[config.mk]
export PLATFORM = sky130hd
export DESIGN_NAME = ripple_carry_adder_64bit_flat
export DESIGN_NICKNAME = d
export VERILOG_FILES = /design/src/rtl/ripple_carry_adder_64bit_if.sv /design/src/rtl/ripple_carry_adder_64bit.sv /design/src/flat_wrapper.sv
export SDC_FILE = /design/constraint.sdc
export NUM_CORES = 1
export LEC_CHECK = 0
export BUFFER_PORTS_ARGS = -buffer_cell sky130_fd_sc_hd__buf_2
export CORE_ASPECT_RATIO = 0.6
export CORE_MARGIN = 4
export CORE_UTILIZATION = 35
export CTS_BUF_LIST = sky130_fd_sc_hd__clkbuf_4
export CTS_CLUSTER_SIZE = 28
export DETAILED_ROUTE_END_ITERATION = 7
export GPL_ROUTABILITY_DRIVEN = 0
export SLEW_MARGIN = 15
export SYNTH_ARGS = -nofsm -noshare
export SYNTH_HDL_FRONTEND = slang
export SYNTH_HIERARCHICAL = 1
export SYNTH_SLANG_ARGS = --single-unit
[constraint.sdc]
create_clock -name clk -period 0.9 [get_ports clk]
set_input_delay 0.135 -clock clk [delete_from_list [all_inputs] [get_ports clk]]
set_output_delay 0.135 -clock clk [all_outputs]
set_load 0.03 [all_outputs]
[src/rtl/ripple_carry_adder_64bit_if.sv]
// rtl/ripple_carry_adder_64bit_if.sv - operand/result bundle for the ripple-carry adder
// The sub port appears only when RCA_SUB_EN is defined.
interface ripple_carry_adder_64bit_if #(
  parameter int WIDTH = 64
);
  logic             in_valid;
  logic [WIDTH-1:0] in1;
  logic [WIDTH-1:0] in2;
  logic             c_in;
`ifdef RCA_SUB_EN
  logic             sub;
`endif
  logic [WIDTH-1:0] sum;
  logic             c_out;
  logic             overflow;
  logic             out_valid;

`ifdef RCA_SUB_EN
  modport master (
    output in_valid, in1, in2, c_in, sub,
    input  sum, c_out, overflow, out_valid
  );
  modport slave (
    input  in_valid, in1, in2, c_in, sub,
    output sum, c_out, overflow, out_valid
  );
`else
  modport master (
    output in_valid, in1, in2, c_in,
    input  sum, c_out, overflow, out_valid
  );
  modport slave (
    input  in_valid, in1, in2, c_in,
    output sum, c_out, overflow, out_valid
  );
`endif
endinterface

[src/rtl/ripple_carry_adder_64bit.sv]
// rtl/ripple_carry_adder_64bit.sv - registered ripple-carry adder with carry-out and signed overflow
// Optional RCA_SUB_EN adds a sub input that inverts in2 ahead of the carry chain.
module rca_full_adder (
  input  logic a,
  input  logic b,
  input  logic ci,
  output logic s,
  output logic co
);
  logic p;

  assign p  = a ^ b;
  assign s  = p ^ ci;
  assign co = (a & b) | (ci & p);
endmodule

module ripple_carry_adder_64bit #(
  parameter int WIDTH = 64
) (
  input logic                          clk,
  input logic                          rst_n,
  ripple_carry_adder_64bit_if.slave    bus
);
  logic [WIDTH-1:0] b_eff;
  logic [WIDTH-1:0] s;
  logic [WIDTH:0]   c;

`ifdef RCA_SUB_EN
  assign b_eff = bus.in2 ^ {WIDTH{bus.sub}};
`else
  assign b_eff = bus.in2;
`endif

  assign c[0] = bus.c_in;

  // Pure ripple: each cell's carry-out is the next cell's carry-in.
  for (genvar i = 0; i < WIDTH; i++) begin : g_chain
    rca_full_adder u_fa (
      .a  (bus.in1[i]),
      .b  (b_eff[i]),
      .ci (c[i]),
      .s  (s[i]),
      .co (c[i+1])
    );
  end

  always_ff @(posedge clk or negedge rst_n) begin
    if (!rst_n) begin
      bus.sum       <= '0;
      bus.c_out     <= 1'b0;
      bus.overflow  <= 1'b0;
      bus.out_valid <= 1'b0;
    end else begin
      bus.out_valid <= bus.in_valid;
      if (bus.in_valid) begin
        bus.sum      <= s;
        bus.c_out    <= c[WIDTH];
        bus.overflow <= c[WIDTH] ^ c[WIDTH-1];
      end
    end
  end
endmodule

[src/flat_wrapper.sv]
// flat-port wrapper written by rule: the top's interface ports become plain ports
module ripple_carry_adder_64bit_flat 
#(
  parameter int WIDTH = 64
)
  (clk, rst_n, bus_in_valid, bus_in1, bus_in2, bus_c_in, bus_sum, bus_c_out, bus_overflow, bus_out_valid);
  ripple_carry_adder_64bit_if #(.WIDTH(WIDTH)) bus_i ();
  input logic clk;
  input logic rst_n;
  input wire logic [$bits(bus_i.in_valid)-1:0] bus_in_valid;
  input wire logic [$bits(bus_i.in1)-1:0] bus_in1;
  input wire logic [$bits(bus_i.in2)-1:0] bus_in2;
  input wire logic [$bits(bus_i.c_in)-1:0] bus_c_in;
  output wire logic [$bits(bus_i.sum)-1:0] bus_sum;
  output wire logic [$bits(bus_i.c_out)-1:0] bus_c_out;
  output wire logic [$bits(bus_i.overflow)-1:0] bus_overflow;
  output wire logic [$bits(bus_i.out_valid)-1:0] bus_out_valid;
  assign bus_i.in_valid = bus_in_valid;
  assign bus_i.in1 = bus_in1;
  assign bus_i.in2 = bus_in2;
  assign bus_i.c_in = bus_c_in;
  assign bus_sum = bus_i.sum;
  assign bus_c_out = bus_i.c_out;
  assign bus_overflow = bus_i.overflow;
  assign bus_out_valid = bus_i.out_valid;
  ripple_carry_adder_64bit #(.WIDTH(WIDTH)) u_core (.clk(clk), .rst_n(rst_n), .bus(bus_i));
endmodule
Word level (Yosys, flattened, before mapping)
Cells that the tools add are included.

Flip-flop bits (word level): 67. Latch bits: 0. Bits in writable memories: 0. Memory bits (read-only): 0. Bits of input ports: 132. Output and inout bits: 67. Word-level logic and storage cells: 325. Memories: 0.

Add/subtract/negate cells: 0. Multipliers: 0. Div/mod/pow operators: 0. Magnitude comparators: 0. Equal/unequal tests: 0. Shifts and indexed selects: 0. Multiplexer cells: 0. Bitwise operators: 321. Reductions and logical operators: 0.

Operators with widths (count): XOR 1 bit (129); bitwise AND 1 bit (128); OR 1 bit (64).

Depth between registers and ports, before layout
Depth in word-level cells: 130. Mapped depth: 66. Mapped depth without buffers: 66.

Hierarchy
The synthesis kept the hierarchy.

Modules (own cells, without submodules): ripple_carry_adder_64bit (instances 1, cells an instance 142, area an instance 2587.5 um2); rca_full_adder (instances 64, cells an instance 1, area an instance 20.0 um2).

Worst setup path before layout
Ideal clock, no wire load.

Path kind: input to register. Start point: input port bus_in1[0]. End point: register u_core.bus.sum[63]. Arrival: 24.812 ns. Slack: -24.037 ns. Cell stages on the path: 65. Path buffers: 0. Path through: fa_1 -> fa_1 -> fa_1 -> fa_1 -> fa_1 -> fa_1 -> fa_1 -> fa_1 -> fa_1 -> fa_1 -> fa_1 -> fa_1 -> fa_1 -> fa_1 -> fa_1 -> fa_1 -> fa_1 -> fa_1 -> [... 29 more ...] -> fa_1 -> fa_1 -> fa_1 -> fa_1 -> fa_1 -> fa_1 -> fa_1 -> fa_1 -> fa_1 -> fa_1 -> fa_1 -> fa_1 -> fa_1 -> fa_1 -> fa_1 -> fa_1 -> fa_1 -> mux2_2.

Word-level cells in the longest chain between the ends: 128.

Ends and longest elaborated chain: start: declaration (line flat_wrapper.sv:11) `input wire logic [$bits(bus_i.in1)-1:0] bus_in1;`; XOR 1 bit (line ripple_carry_adder_64bit.sv:12) `assign p = a ^ b;`; bitwise AND 1 bit (line ripple_carry_adder_64bit.sv:14) `assign co = (a & b) | (ci & p);`; OR 1 bit * (line ripple_carry_adder_64bit.sv:14); bitwise AND 1 bit * (line ripple_carry_adder_64bit.sv:14); OR 1 bit * (line ripple_carry_adder_64bit.sv:14); via u_core.c[2] (line ripple_carry_adder_64bit.sv:26) `logic [WIDTH:0] c;`; bitwise AND 1 bit * (line ripple_carry_adder_64bit.sv:14); OR 1 bit * (line ripple_carry_adder_64bit.sv:14); via u_core.c[3] (line ripple_carry_adder_64bit.sv:26); [... 2 more ...]; via u_core.c[4] (line ripple_carry_adder_64bit.sv:26); [... 2 more ...]; via u_core.c[5] (line ripple_carry_adder_64bit.sv:26); [... 2 more ...]; via u_core.c[6] (line ripple_carry_adder_64bit.sv:26); [... 2 more ...]; via u_core.c[7] (line ripple_carry_adder_64bit.sv:26); [... 2 more ...]; via u_core.c[8] (line ripple_carry_adder_64bit.sv:26); [... 2 more ...]; via u_core.c[9] (line ripple_carry_adder_64bit.sv:26); [... 2 more ...]; via u_core.c[10] (line ripple_carry_adder_64bit.sv:26); [... 2 more ...]; via u_core.c[11] (line ripple_carry_adder_64bit.sv:26); [... 2 more ...]; via u_core.c[12] (line ripple_carry_adder_64bit.sv:26); [... 2 more ...]; via u_core.c[13] (line ripple_carry_adder_64bit.sv:26); [... 2 more ...]; via u_core.c[14] (line ripple_carry_adder_64bit.sv:26); [... 2 more ...]; via u_core.c[15] (line ripple_carry_adder_64bit.sv:26); [... 2 more ...]; via u_core.c[16] (line ripple_carry_adder_64bit.sv:26); [... 2 more ...]; via u_core.c[17] (line ripple_carry_adder_64bit.sv:26); [... 2 more ...]; via u_core.c[18] (line ripple_carry_adder_64bit.sv:26); [... 2 more ...]; via u_core.c[19] (line ripple_carry_adder_64bit.sv:26); [... 2 more ...]; via u_core.c[20] (line ripple_carry_adder_64bit.sv:26); [... 2 more ...]; via u_core.c[21] (line ripple_carry_adder_64bit.sv:26); [... 2 more ...]; via u_core.c[22] (line ripple_carry_adder_64bit.sv:26); [... 2 more ...]; via u_core.c[23] (line ripple_carry_adder_64bit.sv:26); [... 2 more ...]; via u_core.c[24] (line ripple_carry_adder_64bit.sv:26); [... 2 more ...]; via u_core.c[25] (line ripple_carry_adder_64bit.sv:26); [... 2 more ...]; via u_core.c[26] (line ripple_carry_adder_64bit.sv:26); [... 2 more ...]; via u_core.c[27] (line ripple_carry_adder_64bit.sv:26); [... 2 more ...]; via u_core.c[28] (line ripple_carry_adder_64bit.sv:26); [... 2 more ...]; via u_core.c[29] (line ripple_carry_adder_64bit.sv:26); [... 2 more ...]; via u_core.c[30] (line ripple_carry_adder_64bit.sv:26); [... 2 more ...]; via u_core.c[31] (line ripple_carry_adder_64bit.sv:26); [... 2 more ...]; via u_core.c[32] (line ripple_carry_adder_64bit.sv:26); [... 2 more ...]; via u_core.c[33] (line ripple_carry_adder_64bit.sv:26); [... 2 more ...]; via u_core.c[34] (line ripple_carry_adder_64bit.sv:26); [... 2 more ...]; via u_core.c[35] (line ripple_carry_adder_64bit.sv:26); [... 2 more ...]; via u_core.c[36] (line ripple_carry_adder_64bit.sv:26); [... 2 more ...]; via u_core.c[37] (line ripple_carry_adder_64bit.sv:26); [... 2 more ...]; via u_core.c[38] (line ripple_carry_adder_64bit.sv:26); [... 2 more ...]; via u_core.c[39] (line ripple_carry_adder_64bit.sv:26); [... 2 more ...]; via u_core.c[40] (line ripple_carry_adder_64bit.sv:26); [... 2 more ...]; via u_core.c[41] (line ripple_carry_adder_64bit.sv:26); [... 2 more ...]; via u_core.c[42] (line ripple_carry_adder_64bit.sv:26); [... 2 more ...]; via u_core.c[43] (line ripple_carry_adder_64bit.sv:26); [... 2 more ...]; via u_core.c[44] (line ripple_carry_adder_64bit.sv:26); [... 2 more ...]; via u_core.c[45] (line ripple_carry_adder_64bit.sv:26); [... 2 more ...]; via u_core.c[46] (line ripple_carry_adder_64bit.sv:26); [... 2 more ...]; via u_core.c[47] (line ripple_carry_adder_64bit.sv:26); [... 2 more ...]; via u_core.c[48] (line ripple_carry_adder_64bit.sv:26); [... 2 more ...]; via u_core.c[49] (line ripple_carry_adder_64bit.sv:26); [... 2 more ...]; via u_core.c[50] (line ripple_carry_adder_64bit.sv:26); [... 2 more ...]; via u_core.c[51] (line ripple_carry_adder_64bit.sv:26); [... 2 more ...]; via u_core.c[52] (line ripple_carry_adder_64bit.sv:26); [... 2 more ...]; via u_core.c[53] (line ripple_carry_adder_64bit.sv:26); [... 2 more ...]; via u_core.c[54] (line ripple_carry_adder_64bit.sv:26); [... 2 more ...]; via u_core.c[55] (line ripple_carry_adder_64bit.sv:26); [... 2 more ...]; via u_core.c[56] (line ripple_carry_adder_64bit.sv:26); [... 2 more ...]; via u_core.c[57] (line ripple_carry_adder_64bit.sv:26); [... 2 more ...]; via u_core.c[58] (line ripple_carry_adder_64bit.sv:26); [... 2 more ...]; via u_core.c[59] (line ripple_carry_adder_64bit.sv:26); [... 2 more ...]; via u_core.c[60] (line ripple_carry_adder_64bit.sv:26); [... 2 more ...]; via u_core.c[61] (line ripple_carry_adder_64bit.sv:26); bitwise AND 1 bit * (line ripple_carry_adder_64bit.sv:14); OR 1 bit * (line ripple_carry_adder_64bit.sv:14); via u_core.c[62] (line ripple_carry_adder_64bit.sv:26); bitwise AND 1 bit * (line ripple_carry_adder_64bit.sv:14); OR 1 bit * (line ripple_carry_adder_64bit.sv:14); via u_core.c[63] (line ripple_carry_adder_64bit.sv:26); XOR 1 bit * (line ripple_carry_adder_64bit.sv:13) `assign s = p ^ ci;`; via u_core.s[63] (line ripple_carry_adder_64bit.sv:25) `logic [WIDTH-1:0] s;`; end signal: assignment (line ripple_carry_adder_64bit.sv:56) `bus.sum <= s;`; end: declaration (line ripple_carry_adder_64bit_if.sv:34) `output sum, c_out, overflow, out_valid`.

Mark *: on every way through the listed nets, which the timed path passes. The rest lies on a longest branch. A chain may end at the register's enable or synchronous reset.

Worst setup path after layout
Start point: input port bus_in1[0]. End point: register u_core.bus.sum[63].

Word-level cells in the longest chain between the ends: 128.

Ends and longest elaborated chain (line): XOR 1 bit (ripple_carry_adder_64bit.sv:12); bitwise AND 1 bit (ripple_carry_adder_64bit.sv:14); OR 1 bit * (ripple_carry_adder_64bit.sv:14); via u_core.c[1] (ripple_carry_adder_64bit.sv:26); bitwise AND 1 bit * (ripple_carry_adder_64bit.sv:14); OR 1 bit * (ripple_carry_adder_64bit.sv:14); via u_core.c[2] (ripple_carry_adder_64bit.sv:26); bitwise AND 1 bit * (ripple_carry_adder_64bit.sv:14); [... 1 more ...]; via u_core.c[3] (ripple_carry_adder_64bit.sv:26); [... 2 more ...]; via u_core.c[4] (ripple_carry_adder_64bit.sv:26); [... 2 more ...]; via u_core.c[5] (ripple_carry_adder_64bit.sv:26); [... 2 more ...]; via u_core.c[6] (ripple_carry_adder_64bit.sv:26); [... 2 more ...]; via u_core.c[7] (ripple_carry_adder_64bit.sv:26); [... 2 more ...]; via u_core.c[8] (ripple_carry_adder_64bit.sv:26); [... 2 more ...]; via u_core.c[9] (ripple_carry_adder_64bit.sv:26); [... 2 more ...]; via u_core.c[10] (ripple_carry_adder_64bit.sv:26); [... 2 more ...]; via u_core.c[11] (ripple_carry_adder_64bit.sv:26); [... 2 more ...]; via u_core.c[12] (ripple_carry_adder_64bit.sv:26); [... 2 more ...]; via u_core.c[13] (ripple_carry_adder_64bit.sv:26); [... 2 more ...]; via u_core.c[14] (ripple_carry_adder_64bit.sv:26); [... 2 more ...]; via u_core.c[15] (ripple_carry_adder_64bit.sv:26); [... 2 more ...]; via u_core.c[16] (ripple_carry_adder_64bit.sv:26); [... 2 more ...]; via u_core.c[17] (ripple_carry_adder_64bit.sv:26); [... 2 more ...]; via u_core.c[18] (ripple_carry_adder_64bit.sv:26); [... 2 more ...]; via u_core.c[19] (ripple_carry_adder_64bit.sv:26); [... 2 more ...]; via u_core.c[20] (ripple_carry_adder_64bit.sv:26); [... 2 more ...]; via u_core.c[21] (ripple_carry_adder_64bit.sv:26); [... 2 more ...]; via u_core.c[22] (ripple_carry_adder_64bit.sv:26); [... 2 more ...]; via u_core.c[23] (ripple_carry_adder_64bit.sv:26); [... 2 more ...]; via u_core.c[24] (ripple_carry_adder_64bit.sv:26); [... 2 more ...]; via u_core.c[25] (ripple_carry_adder_64bit.sv:26); [... 2 more ...]; via u_core.c[26] (ripple_carry_adder_64bit.sv:26); [... 2 more ...]; via u_core.c[27] (ripple_carry_adder_64bit.sv:26); [... 2 more ...]; via u_core.c[28] (ripple_carry_adder_64bit.sv:26); [... 2 more ...]; via u_core.c[29] (ripple_carry_adder_64bit.sv:26); [... 2 more ...]; via u_core.c[30] (ripple_carry_adder_64bit.sv:26); [... 2 more ...]; via u_core.c[31] (ripple_carry_adder_64bit.sv:26); [... 2 more ...]; via u_core.c[32] (ripple_carry_adder_64bit.sv:26); [... 2 more ...]; via u_core.c[33] (ripple_carry_adder_64bit.sv:26); [... 2 more ...]; via u_core.c[34] (ripple_carry_adder_64bit.sv:26); [... 2 more ...]; via u_core.c[35] (ripple_carry_adder_64bit.sv:26); [... 2 more ...]; via u_core.c[36] (ripple_carry_adder_64bit.sv:26); [... 2 more ...]; via u_core.c[37] (ripple_carry_adder_64bit.sv:26); [... 2 more ...]; via u_core.c[38] (ripple_carry_adder_64bit.sv:26); [... 2 more ...]; via u_core.c[39] (ripple_carry_adder_64bit.sv:26); [... 2 more ...]; via u_core.c[40] (ripple_carry_adder_64bit.sv:26); [... 2 more ...]; via u_core.c[41] (ripple_carry_adder_64bit.sv:26); [... 2 more ...]; via u_core.c[42] (ripple_carry_adder_64bit.sv:26); [... 2 more ...]; via u_core.c[43] (ripple_carry_adder_64bit.sv:26); [... 2 more ...]; via u_core.c[44] (ripple_carry_adder_64bit.sv:26); [... 2 more ...]; via u_core.c[45] (ripple_carry_adder_64bit.sv:26); [... 2 more ...]; via u_core.c[46] (ripple_carry_adder_64bit.sv:26); [... 2 more ...]; via u_core.c[47] (ripple_carry_adder_64bit.sv:26); [... 2 more ...]; via u_core.c[48] (ripple_carry_adder_64bit.sv:26); [... 2 more ...]; via u_core.c[49] (ripple_carry_adder_64bit.sv:26); [... 2 more ...]; via u_core.c[50] (ripple_carry_adder_64bit.sv:26); [... 2 more ...]; via u_core.c[51] (ripple_carry_adder_64bit.sv:26); [... 2 more ...]; via u_core.c[52] (ripple_carry_adder_64bit.sv:26); [... 2 more ...]; via u_core.c[53] (ripple_carry_adder_64bit.sv:26); [... 2 more ...]; via u_core.c[54] (ripple_carry_adder_64bit.sv:26); [... 2 more ...]; via u_core.c[55] (ripple_carry_adder_64bit.sv:26); [... 2 more ...]; via u_core.c[56] (ripple_carry_adder_64bit.sv:26); [... 2 more ...]; via u_core.c[57] (ripple_carry_adder_64bit.sv:26); [... 2 more ...]; via u_core.c[58] (ripple_carry_adder_64bit.sv:26); [... 2 more ...]; via u_core.c[59] (ripple_carry_adder_64bit.sv:26); [... 2 more ...]; via u_core.c[60] (ripple_carry_adder_64bit.sv:26); [... 2 more ...]; via u_core.c[61] (ripple_carry_adder_64bit.sv:26); bitwise AND 1 bit * (ripple_carry_adder_64bit.sv:14); OR 1 bit * (ripple_carry_adder_64bit.sv:14); via u_core.c[62] (ripple_carry_adder_64bit.sv:26); bitwise AND 1 bit * (ripple_carry_adder_64bit.sv:14); OR 1 bit * (ripple_carry_adder_64bit.sv:14); via u_core.c[63] (ripple_carry_adder_64bit.sv:26); XOR 1 bit * (ripple_carry_adder_64bit.sv:13); via u_core.s[63] (ripple_carry_adder_64bit.sv:25).

Marks and branches as above.

==> metrics.md <==
| Metric | Value |
|---|---|
| Run status | `finished, violations left` |
| Failing checks | `setup timing` |
| Final critical delay including setup and external delays | `22.87 ns` |
| Leakage Power | `2.97 nW` |
| Critical Path Source Type | `input port` |
| DRC violations left | `0` |
| Final Instance Count excl. Fillers | `598` |
| Utilization of the core after routing | `58.8%` |
| Total Routing Usage GR | `15.8%` |
| Clock net sink count | `67` |
| Most common cell type on the critical path | `fa_2` |
| Setup violation total in the final timing report | `132` |
| Register bit total from synthesis | `67` |
| Initial antenna violation count | `0` |
| Number of antenna diodes | `0` |
| Worst-path maximum fanout | `2` |
| Synth Net Count | `402` |
| DIE HEIGHT | `89.4 µm` |
| DRT Wirelength | `10.2 mm` |
| CP max-delay cell | `fa_2` |
| Max-cap violation count | `0` |
| Post-DP HPWL | `7.59 mm` |
| Highest Clock Rate | `43.7 MHz` |
| Hold Vio Cnt, Final | `0` |
| Clock root buffer | `clkbuf_4` |
| Count of routing violations after the opening detailed-route iteration | `40` |
| Layout overhead on the synthesized area | `62.2%` |
| Startpoint-to-endpoint class of the critical path | `in -> reg` |
| Largest stage delay on the critical path | `0.42 ns` |
| Share of layout cells above drive strength 1 | `84.3%` |
| Via Count | `2651` |
| Ports placed on the boundary | `199` |
| Most frequent cells in the layout | `128 x buf_2, 69 x buf_6, 67 x dfrtp_1, 64 x fa_2, 58 x mux2_4` |
| Cell types occupying the most area after synthesis | `dfrtp_1 43%, fa_1 33%, mux2_4 11%` |
| Initial Utilization | `36.3%` |
| Placed insts | `542` |
| Number of synthesis warnings | `6` |
| Ratio of routed vias to standard cells | `4.43` |
| Class of the worst hold path | `in -> reg` |
| Number of library cell types mapped by synthesis | `10` |
| Remaining Overflow, GRT | `0` |
| Core Region | `10700 µm²` |
| Post-synthesis area per instance | `18.8 µm²` |
| Data arrival time of the worst path | `23.17 ns` |
| Share of the yosys chip area belonging to registers | `43.3%` |
| Commonest non-fill, non-tap cell in the layout | `buf_2` |
| Clock H-tree levels | `3` |
| Critical Path Sink Type | `flip-flop` |
| Largest net degree at the start of global routing | `68` |
| Buffer and inverter count on the worst path | `1` |
| Wire length of the first global-routing pass | `15.3 mm` |
| Worst skew pair latency | `0.40 ns` |
| Period utilization | `2540%` |
| Max Buffers Root-to-Sink | `2` |
| Synthesized instance count | `206` |
| Fin. max-slew vios | `0` |
| Data required time of the critical path | `1.20 ns` |
| Number of nets with antenna violations after detailed routing | `0` |
| Detail-routed net length per standard cell | `17.1 µm` |
| Yosys top cell area share | `43.3%` |
| Clock tree from TritonCTS | `done` |
| First drt pass iteration count | `3` |
| Post-CTS clock slew at the launch and capture registers of the worst setup and hold paths | `0.11 ns` |
| Worst setup slack after layout | `-21.97 ns` |
| Transition time at the pin with the least slew margin | `0.372 ns` |
| Via count of the first global-routing pass | `3056` |
| Cell type with the highest aggregate area in the netlist | `dfrtp_1` |
| Cell family contributing the most delay on the critical path | `adder cells` |
| Unrepaired setup endpoints after global routing | `yes` |
| Final #Nets | `650` |
| Number of buffers added by the clock tree synthesis step | `9` |
| Netlist area before placement | `3870 µm²` |
| Port buffer count | `198` |
| Die width | `144 µm` |
| Maximum ir drop on the vdd rail | `1.24 mV` |
| Total power divided by cell area | `2120 nW/µm²` |
| Worst clock skew on the final layout | `0 ns` |
| Std-Cell Rows | `29` |
| Overall die area | `12900 µm²` |
| Max_slew headroom | `75.2%` |
[stage by stage]
stage | cell area, µm² | power (mW) | worst slack [ns] | hold WS [ns] | TNS, ns
finish | 6270 | 13.3 | -21.97 | 0.0949 | -750.69
global route | 6270 | 14.0 | -22.35 | 0.0508 | -765.29
CTS | 6130 | 13.1 | -21.97 | 0.0541 | -751.53
detailed placement | 5250 | 8.89 | -22.46 | 0.189 | -766.59
global placement | 5250 | 8.76 | -22.23 | 0.182 | -760.26
floorplan | 4030 | 7.11 | -21.49 | -0.161 | -729.98
[Yosys cell counts]
library cell  number
fa_1              64
nor2_1             1
buf_2              3
buf_6              3
mux2_4            28
mux2_2            37
dfrtp_1           67
xnor2_1            1
a21oi_1            1
buf_4              1
[cells by family (layout without fill, tap and decap cells)]
group,count (synthesis),in the layout,share of synthesized area (%)
mux,65,65,21.6
compound gates,1,1,0.129
simple gates,1,1,0.0969
xor+xnor,1,1,0.226
fa+ha+maj,64,64,33.1
buf+inv,7,260,1.46
flops,67,67,43.3
[routing by layer]
metal | share of wire, % | track usage, %
met1 | 39 | 18.0
met3 | 9.4 | 6.73
met2 | 51 | 28.1
met5 | 0 | 0
met4 | 0.93 | 3.59
[path summary, 6_finish.rpt]
check | from | endpoint | slack [ns] | depth (start not counted)
worst max-delay path | bus_in1[0] | u_core/bus.sum[63] | -21.97 | 66
worst min-delay path | bus_in_valid | u_core/bus.out_valid | 0.09 | 2
worst max register to register | u_core/bus.sum[39] | u_core/bus.sum[39] | -0.15 | 3
worst min register to register | u_core/bus.sum[0] | u_core/bus.sum[0] | 0.55 | 1
max in group asynchronous | rst_n | u_core/bus.sum[50] | 0.31 | 3
min in group asynchronous | rst_n | u_core/bus.sum[35] | 0.28 | 3
[where the power goes]
group / switching, mW / internal (mW)
sequential: 0.563 / 3.74
clock: 1.08 / 1.42
combinational: 2.95 / 3.52
total: 4.59 / 8.68
[repair_timing]
item | CTS | global route
endpoints found under the hold margin | 67 | 0
hold buffers | 1 | 0
endpoints found under the setup margin | 132 | 132
setup buffers | 24 | 15
pin swaps | 3 | 2
gates resized for setup | 158 | 8
[final cells by class]
class                           count  area, µm²
Sequential cell                    67       1680
Multi-Input combinational cell    132       2410
Clock buffer                       10       75.1
Tap cell                          139        174
Fill cell                         850       4390
Timing Repair Buffer              244       1840
Clock inverter                      6        104
[registers in the layout, indices dropped and copies added (netlist names)]
name and cells:
u_core/bus.c_out 1, u_core/bus.out_valid 1, u_core/bus.overflow 1, u_core/bus.sum 64
No activity file was read; power rests on OpenSTA's default activity.
